<file path="src/rtl/vend_controller_if.sv">
// Dispenser handshake between vend_controller and the downstream coinDispenser.
// The controller drives the change amount and the dispense strobe, and the
// dispenser answers with its busy status and a done pulse.
interface vend_controller_if;
  logic       disp;
  logic [9:0] change;
  logic       dispBusy;
  logic       dispDone;

  modport master (
    output disp,
    output change,
    input  dispBusy,
    input  dispDone
  );

  modport slave (
    input  disp,
    input  change,
    output dispBusy,
    output dispDone
  );
endinterface

</file>
<file path="src/rtl/vend_controller.sv">
// Credit-accumulation and purchase controller. Coins build credit, and a
// purchase or cancel computes change. The change is handed to the dispenser
// with a one-cycle disp strobe, and the controller then waits for the
// dispenser's done pulse before it accepts new activity.
module vend_controller #(
  parameter int unsigned PRICE0       = 75,
  parameter int unsigned PRICE1       = 100,
  parameter int unsigned PRICE2       = 125,
  parameter int unsigned PRICE3       = 150,
  parameter int unsigned MAX_CREDIT   = 1000,
  parameter int unsigned DONE_TIMEOUT = 1023
) (
  input  logic              clk,
  input  logic              rst,
  input  logic              coinQuarter,
  input  logic              coinDime,
  input  logic              coinNickel,
  input  logic              coinDollar,
  input  logic              buy,
  input  logic              cancel,
  input  logic [1:0]        sel,
  vend_controller_if.master dispenser,
  output logic [9:0]        credit,
  output logic              vend,
  output logic [1:0]        vendSel,
  output logic              coinReject,
  output logic              lowCredit,
  output logic              busy,
  output logic              fault
);

  localparam int unsigned CW = $clog2(DONE_TIMEOUT + 1);

  typedef enum logic [1:0] {IDLE, CHANGE, WAIT_DONE, FAULT} state_t;

  state_t          state, state_d;
  logic [5:0]      hist, now, rise;
  logic [3:0]      coin_e;
  logic            buy_e, cancel_e, coin_any, coin_multi;
  logic [6:0]      coin_val;
  logic [9:0]      price;
  logic [10:0]     sum;
  logic [CW-1:0]   cnt, cnt_d, cnt_inc;
  logic [9:0]      credit_d, change_d;
  logic            disp_d, vend_d, rej_d, low_d, busy_d, fault_d;
  logic [1:0]      vsel_d;
  logic            unused_disp_busy;

  // dispBusy is status-only; no decision in this block depends on it.
  assign unused_disp_busy = dispenser.dispBusy;

  assign now      = {cancel, buy, coinDollar, coinNickel, coinDime, coinQuarter};
  assign rise     = now & ~hist;
  assign coin_e   = rise[3:0];
  assign buy_e    = rise[4];
  assign cancel_e = rise[5];

  // Decode the coin edges, the selected price and the widened credit sum.
  always_comb begin
    coin_val = '0;
    case (coin_e)
      4'b0001: coin_val = 7'd25;
      4'b0010: coin_val = 7'd10;
      4'b0100: coin_val = 7'd5;
      4'b1000: coin_val = 7'd100;
      default: coin_val = '0;
    endcase
    case (sel)
      2'd0:    price = 10'(PRICE0);
      2'd1:    price = 10'(PRICE1);
      2'd2:    price = 10'(PRICE2);
      default: price = 10'(PRICE3);
    endcase
    coin_any   = |coin_e;
    coin_multi = |(coin_e & (coin_e - 4'd1));
    sum        = {1'b0, credit} + {4'b0000, coin_val};
    cnt_inc    = cnt + CW'(1);
  end

  // Next state and next registered outputs.
  always_comb begin
    state_d  = state;
    cnt_d    = cnt;
    credit_d = credit;
    change_d = dispenser.change;
    vsel_d   = vendSel;
    fault_d  = fault;
    disp_d   = 1'b0;
    vend_d   = 1'b0;
    rej_d    = 1'b0;
    low_d    = 1'b0;
    case (state)
      IDLE: begin
        if (cancel_e) begin
          rej_d    = coin_any;
          change_d = credit;
          credit_d = '0;
          if (credit != '0) state_d = CHANGE;
        end else if (buy_e) begin
          rej_d = coin_any;
          if (credit >= price) begin
            vend_d   = 1'b1;
            vsel_d   = sel;
            change_d = credit - price;
            credit_d = '0;
            if (credit != price) state_d = CHANGE;
          end else begin
            low_d = 1'b1;
          end
        end else if (coin_multi) begin
          rej_d = 1'b1;
        end else if (coin_any) begin
          if (sum <= 11'(MAX_CREDIT)) credit_d = sum[9:0];
          else                        rej_d    = 1'b1;
        end
      end
      CHANGE: begin
        rej_d   = coin_any;
        disp_d  = 1'b1;
        cnt_d   = '0;
        state_d = WAIT_DONE;
      end
      WAIT_DONE: begin
        rej_d = coin_any;
        cnt_d = cnt_inc;
        if (dispenser.dispDone) begin
          change_d = '0;
          state_d  = IDLE;
        end else if (cnt_inc == CW'(DONE_TIMEOUT)) begin
          fault_d = 1'b1;
          state_d = FAULT;
        end
      end
      FAULT: begin
        rej_d = coin_any;
      end
      default: state_d = IDLE;
    endcase
    busy_d = (state_d == CHANGE) || (state_d == WAIT_DONE);
  end

  // State, edge history and all outputs; reset discards any pending change.
  always_ff @(posedge clk or negedge rst) begin
    if (!rst) begin
      state            <= IDLE;
      hist             <= '0;
      cnt              <= '0;
      credit           <= '0;
      dispenser.change <= '0;
      dispenser.disp   <= 1'b0;
      vend             <= 1'b0;
      vendSel          <= '0;
      coinReject       <= 1'b0;
      lowCredit        <= 1'b0;
      busy             <= 1'b0;
      fault            <= 1'b0;
    end else begin
      state            <= state_d;
      hist             <= now;
      cnt              <= cnt_d;
      credit           <= credit_d;
      dispenser.change <= change_d;
      dispenser.disp   <= disp_d;
      vend             <= vend_d;
      vendSel          <= vsel_d;
      coinReject       <= rej_d;
      lowCredit        <= low_d;
      busy             <= busy_d;
      fault            <= fault_d;
    end
  end

endmodule

</file>
<file path="src/flat_wrapper.sv">
// flat-port wrapper written by rule: the top's interface ports become plain ports
module vend_controller_flat 
#(
  parameter int unsigned PRICE0       = 75,
  parameter int unsigned PRICE1       = 100,
  parameter int unsigned PRICE2       = 125,
  parameter int unsigned PRICE3       = 150,
  parameter int unsigned MAX_CREDIT   = 1000,
  parameter int unsigned DONE_TIMEOUT = 1023
)
  (clk, rst, coinQuarter, coinDime, coinNickel, coinDollar, buy, cancel, sel, credit, vend, vendSel, coinReject, lowCredit, busy, fault, dispenser_disp, dispenser_change, dispenser_dispBusy, dispenser_dispDone);
  vend_controller_if dispenser_i ();
  input  logic clk;
  input  logic rst;
  input  logic coinQuarter;
  input  logic coinDime;
  input  logic coinNickel;
  input  logic coinDollar;
  input  logic buy;
  input  logic cancel;
  input  logic [1:0] sel;
  output logic [9:0] credit;
  output logic vend;
  output logic [1:0] vendSel;
  output logic coinReject;
  output logic lowCredit;
  output logic busy;
  output logic fault;
  output wire logic [$bits(dispenser_i.disp)-1:0] dispenser_disp;
  output wire logic [$bits(dispenser_i.change)-1:0] dispenser_change;
  input wire logic [$bits(dispenser_i.dispBusy)-1:0] dispenser_dispBusy;
  input wire logic [$bits(dispenser_i.dispDone)-1:0] dispenser_dispDone;
  assign dispenser_disp = dispenser_i.disp;
  assign dispenser_change = dispenser_i.change;
  assign dispenser_i.dispBusy = dispenser_dispBusy;
  assign dispenser_i.dispDone = dispenser_dispDone;
  vend_controller #(.PRICE0(PRICE0), .PRICE1(PRICE1), .PRICE2(PRICE2), .PRICE3(PRICE3), .MAX_CREDIT(MAX_CREDIT), .DONE_TIMEOUT(DONE_TIMEOUT)) u_core (.clk(clk), .rst(rst), .coinQuarter(coinQuarter), .coinDime(coinDime), .coinNickel(coinNickel), .coinDollar(coinDollar), .buy(buy), .cancel(cancel), .sel(sel), .dispenser(dispenser_i), .credit(credit), .vend(vend), .vendSel(vendSel), .coinReject(coinReject), .lowCredit(lowCredit), .busy(busy), .fault(fault));
endmodule
</file>
<file path="config.mk">
export PLATFORM = sky130hd
export DESIGN_NAME = vend_controller_flat
export DESIGN_NICKNAME = d
export VERILOG_FILES = /design/src/rtl/vend_controller_if.sv /design/src/rtl/vend_controller.sv /design/src/flat_wrapper.sv
export SDC_FILE = /design/constraint.sdc
export NUM_CORES = 1
export LEC_CHECK = 0
export BUFFER_PORTS_ARGS = -buffer_cell sky130_fd_sc_hd__buf_2
export CORE_MARGIN = 1
export CORE_UTILIZATION = 45
export CTS_CLUSTER_SIZE = 10
export DETAILED_ROUTE_END_ITERATION = 12
export PLACE_DENSITY = 0.65
export SYNTH_ARGS = -nofsm -noshare
export SYNTH_HDL_FRONTEND = slang
export SYNTH_SLANG_ARGS = --single-unit
</file>
<file path="constraint.sdc">
create_clock -name clk -period 2.95 [get_ports clk]
set_input_delay 0.1475 -clock clk [delete_from_list [all_inputs] [get_ports clk]]
set_output_delay 0.1475 -clock clk [all_outputs]
set_load 0.02 [all_outputs]
</file>
==> results.py <==
metrics = {
    "routing": {
        "wl_per_cell_um": 14.7,
        "firstDrtPassIters": 4,
        "remaining_drc_errors": 0,
        "drt_iter0_markers": 135,
        "wl_mm": 8.10,
        "drt.antenna.violating_nets": 0,
        "vias": 3019,
        "viasPerCell": 5.49,
    },
    "power_and_ir_drop": {
        "power.total_uw": 2770,
        "leakagePower_uw": 0.00191,
        "peakVddDrop_v": 0.000340,
        "power.density_mw_per_mm2": 671,
    },
    "worst_setup_path": {
        "worstPathCellList": "nor2b_2 -> nand2_2 -> buf_4 -> o21ai_2 -> ha_4 -> o21ai_2 -> a21oi_4 -> or4_1 -> o311ai_2 -> and4bb_4 -> buf_6 -> or4_1 -> o21ai_1",
        "rr_startpoint": "u_core.hist[0]$_DFF_PN0_",
        "startpoint_type": "flop",
        "r2r_cells": 13,
        "crit_buf_inv": 2,
        "path_max_fanout": 4,
        "startpoint": "u_core.hist[0]$_DFF_PN0_",
        "timing.rr.end": "u_core.credit[7]$_DFFE_PN0P_",
        "cp.depth": 13,
        "critPathCapture": "u_core.credit[7]$_DFFE_PN0P_",
        "max_stage_delay_ps": 490,
        "critPathArrivalTime_ps": 3220,
        "rrSetupSlack_ps": -30,
        "crit_type": "reg -> reg",
        "endpoint_kind": "flop",
        "required_ps": 3190,
        "slowest_stage": "or4_1",
        "critPathTopFamily": "simple AND/OR/NAND/NOR gates",
    },
    "clock_network": {
        "clock_path_buffers": 2,
        "clk_pin_slew_worst_paths_ps": 90,
        "clk_root_buffer_cell": "clkbuf_8",
        "cts_tree": "built",
        "insertion_delay_ps": 310,
        "htree_levels": 2,
        "cts_buffers": 5,
        "cts_sinks": 46,
    },
    "logic_synthesis": {
        "synthArstFlopShare_pct": 100,
        "syn_avg_cell_area_um2": 8.73,
        "yosysUniqueCellTypes": 59,
        "synth_cells": 371,
        "synthesis.nets": 410,
        "synth-warning-count": 0,
        "synth_area_mm2": 0.00324,
        "yosys_most_used_dff": "dfrtp_1",
        "yosys_register_bits": 46,
        "synth_edf_count": 0,
        "seq_area_frac_synth_pct": 35.5,
    },
    "floorplan": {
        "die_area_mm2": 0.00754,
        "core_mm2": 0.00687,
        "die-height_um": 86.9,
        "core.rowCount": 30,
        "io_pins": 40,
        "die_width_um": 86.9,
        "start_util_pct": 47.2,
    },
    "final_layout": {
        "layout_commonest_cell": "dfrtp_1",
        "final_cell_mix": "46 x dfrtp_1, 43 x buf_4, 42 x nand2_1",
        "diodes": 0,
        "area_delta_synth_final_pct": 27.4,
        "drive_gt1_share_pct": 28.0,
        "nNetsFinal": 492,
        "design_area_mm2": 0.00413,
    },
    "outcome": {
        "violations": "setup timing",
        "status": "finished with violations",
    },
    "timing": {
        "setup_slack_ps": -28.9,
        "grt_setup_unrepaired": "yes",
        "report.final.slew_viol_count": 0,
        "hold_violations": 0,
        "clock-skew-final_ps": 5.38,
        "whs_ps": 8.52,
        "setup_viol": 3,
        "timing.final.crit_share_pct": 101,
        "slew-limit-headroom_pct": 32.5,
        "fmax_ghz": 0.336,
        "worst_pin_slew_ps": 1010,
        "min_period_ps": 2980,
    },
    "global_route": {
        "overflow": 0,
        "grt_first_pass_wirelength_mm": 13.3,
        "antenna_found_initial": 0,
        "first_global_vias": 2888,
        "grt_use_total_pct": 22.7,
        "grt_max_degree": 47,
    },
    "placement": {
        "port_buffers": 38,
        "dp_hpwl_mm": 6.19,
        "post_dp_cell_area_mm2": 0.00383,
        "pre_cts_ws_ps": -150,
        "place.gp.congestion": 0.913,
    },
    "run": {
        "max-cap-violations": 0,
    },
    "hold_path": {
        "hp-class": "in -> async",
    },
}
[final cells by class]
| class | instances | area [µm²] |
|---|---|---|
| Fill cell | 628 | 2740 |
| Clock inverter | 2 | 13.8 |
| Sequential cell | 46 | 1150 |
| Timing Repair Buffer | 88 | 584 |
| Inverter | 23 | 86.3 |
| Clock buffer | 6 | 72.6 |
| Multi-Input combinational cell | 289 | 2100 |
| Tap cell | 96 | 120 |
[kinds of logic (layout without fill, tap and decap cells)]
family	after synthesis	in the layout	synth area share [%]
buffers and inverters	36	119	4.40
DFF	46	46	35.5
xor gates and xnor gates	14	14	3.78
muxes	1	1	0.309
AOI/OAI and AO/OA	109	109	23.7
and+or+nand+nor	138	138	21.4
adders and majority gates	27	27	10.9
[synth_stat cells, drive strengths merged, types with 6 or more instances]
library cell / instances / area share, %
dfrtp: 46 / 36
nand2: 45 / 5.3
nor2: 26 / 3.0
ha: 25 / 9.7
o21ai: 25 / 3.9
a21oi: 23 / 3.6
inv: 23 / 2.7
nand3: 14 / 2.3
o31ai: 14 / 3.2
nand2b: 12 / 2.3
clkbuf: 10 / 1.2
nor2b: 8 / 1.5
nor3: 8 / 1.2
xnor2: 8 / 2.2
a21o: 7 / 1.6
a32o: 7 / 2.2
xor2: 6 / 1.6
[worst min path at each step]
| stage | endpoint | cells after the start | start |
|---|---|---|---|
| finish | u_core.dispenser.change[4]$_DFFE_PN0P_ | 1 | rst |
| global route | u_core.dispenser.change[2]$_DFFE_PN0P_ | 1 | rst |
| CTS | u_core.cnt[8]$_DFFE_PN0P_ | 1 | rst |
| detailed placement | u_core.hist[3]$_DFF_PN0_ | 1 | coinDollar |
| global placement | u_core.hist[5]$_DFF_PN0_ | 1 | cancel |
| floorplan | u_core.busy$_DFF_PN0_ | 0 | rst |
[state kept, by name, summed over array words and instances (netlist names)]
signal / flops
u_core.fault: 1
u_core.state: 2
u_core.vend: 1
u_core.lowCredit: 1
u_core.dispenser.change: 10
u_core.credit: 10
u_core.vendSel: 2
u_core.busy: 1
u_core.cnt: 10
u_core.dispenser.disp: 1
u_core.coinReject: 1
u_core.hist: 6
[where the power goes]
part           internal, µW  switching, µW  leakage (µW)
Sequential              774            106      0.000607
Combinational           614            876       0.00126
Clock                   168            231     0.0000452
Total                  1560           1210       0.00191
[repair_timing]
item | 4_1_cts | 5_1_grt
hold buffers | 6 | 0
setup buffers | 3 | 0
resized for setup | 16 | 14
setup endpoints to repair | 8 | 11
pin swaps | 8 | 8
endpoints found under the hold margin | 6 | 0
gates cloned | 0 | 0
[per-stage QoR]
stage / setup TNS (ps) / std cells / utilization, %
6_report: -47.0 / 550 / 60.1
5_1_grt: -1020 / 550 / 60.1
4_1_cts: -118 / 550 / 58.9
3_5_place_dp: -1010 / 533 / 55.7
3_3_place_gp: -517 / 533 / 55.7
2_1_floorplan: 0 / 371 / -
[worst register-to-register path: cells and delay by family (launching register included)]
| kind | cells | cell delay, ps |
|---|---|---|
| AND/OR/NAND/NOR | 5 | 1450 |
| AO/OA/AOI/OAI | 5 | 590 |
| flip-flops | 1 | 390 |
| buffers and inverters | 2 | 250 |
| adder cells (fa/ha/maj) | 1 | 230 |
[layer usage]
metal  up-vias  GRT usage [%]  routed length [µm]
li1       1520              -                   -
met1      1412           29.7                3840
met2        70           37.3                3730
met3        17           3.51                 284
met4         0           10.2                 242
met5         -              0                   0
No activity file was read; power rests on OpenSTA's default activity.
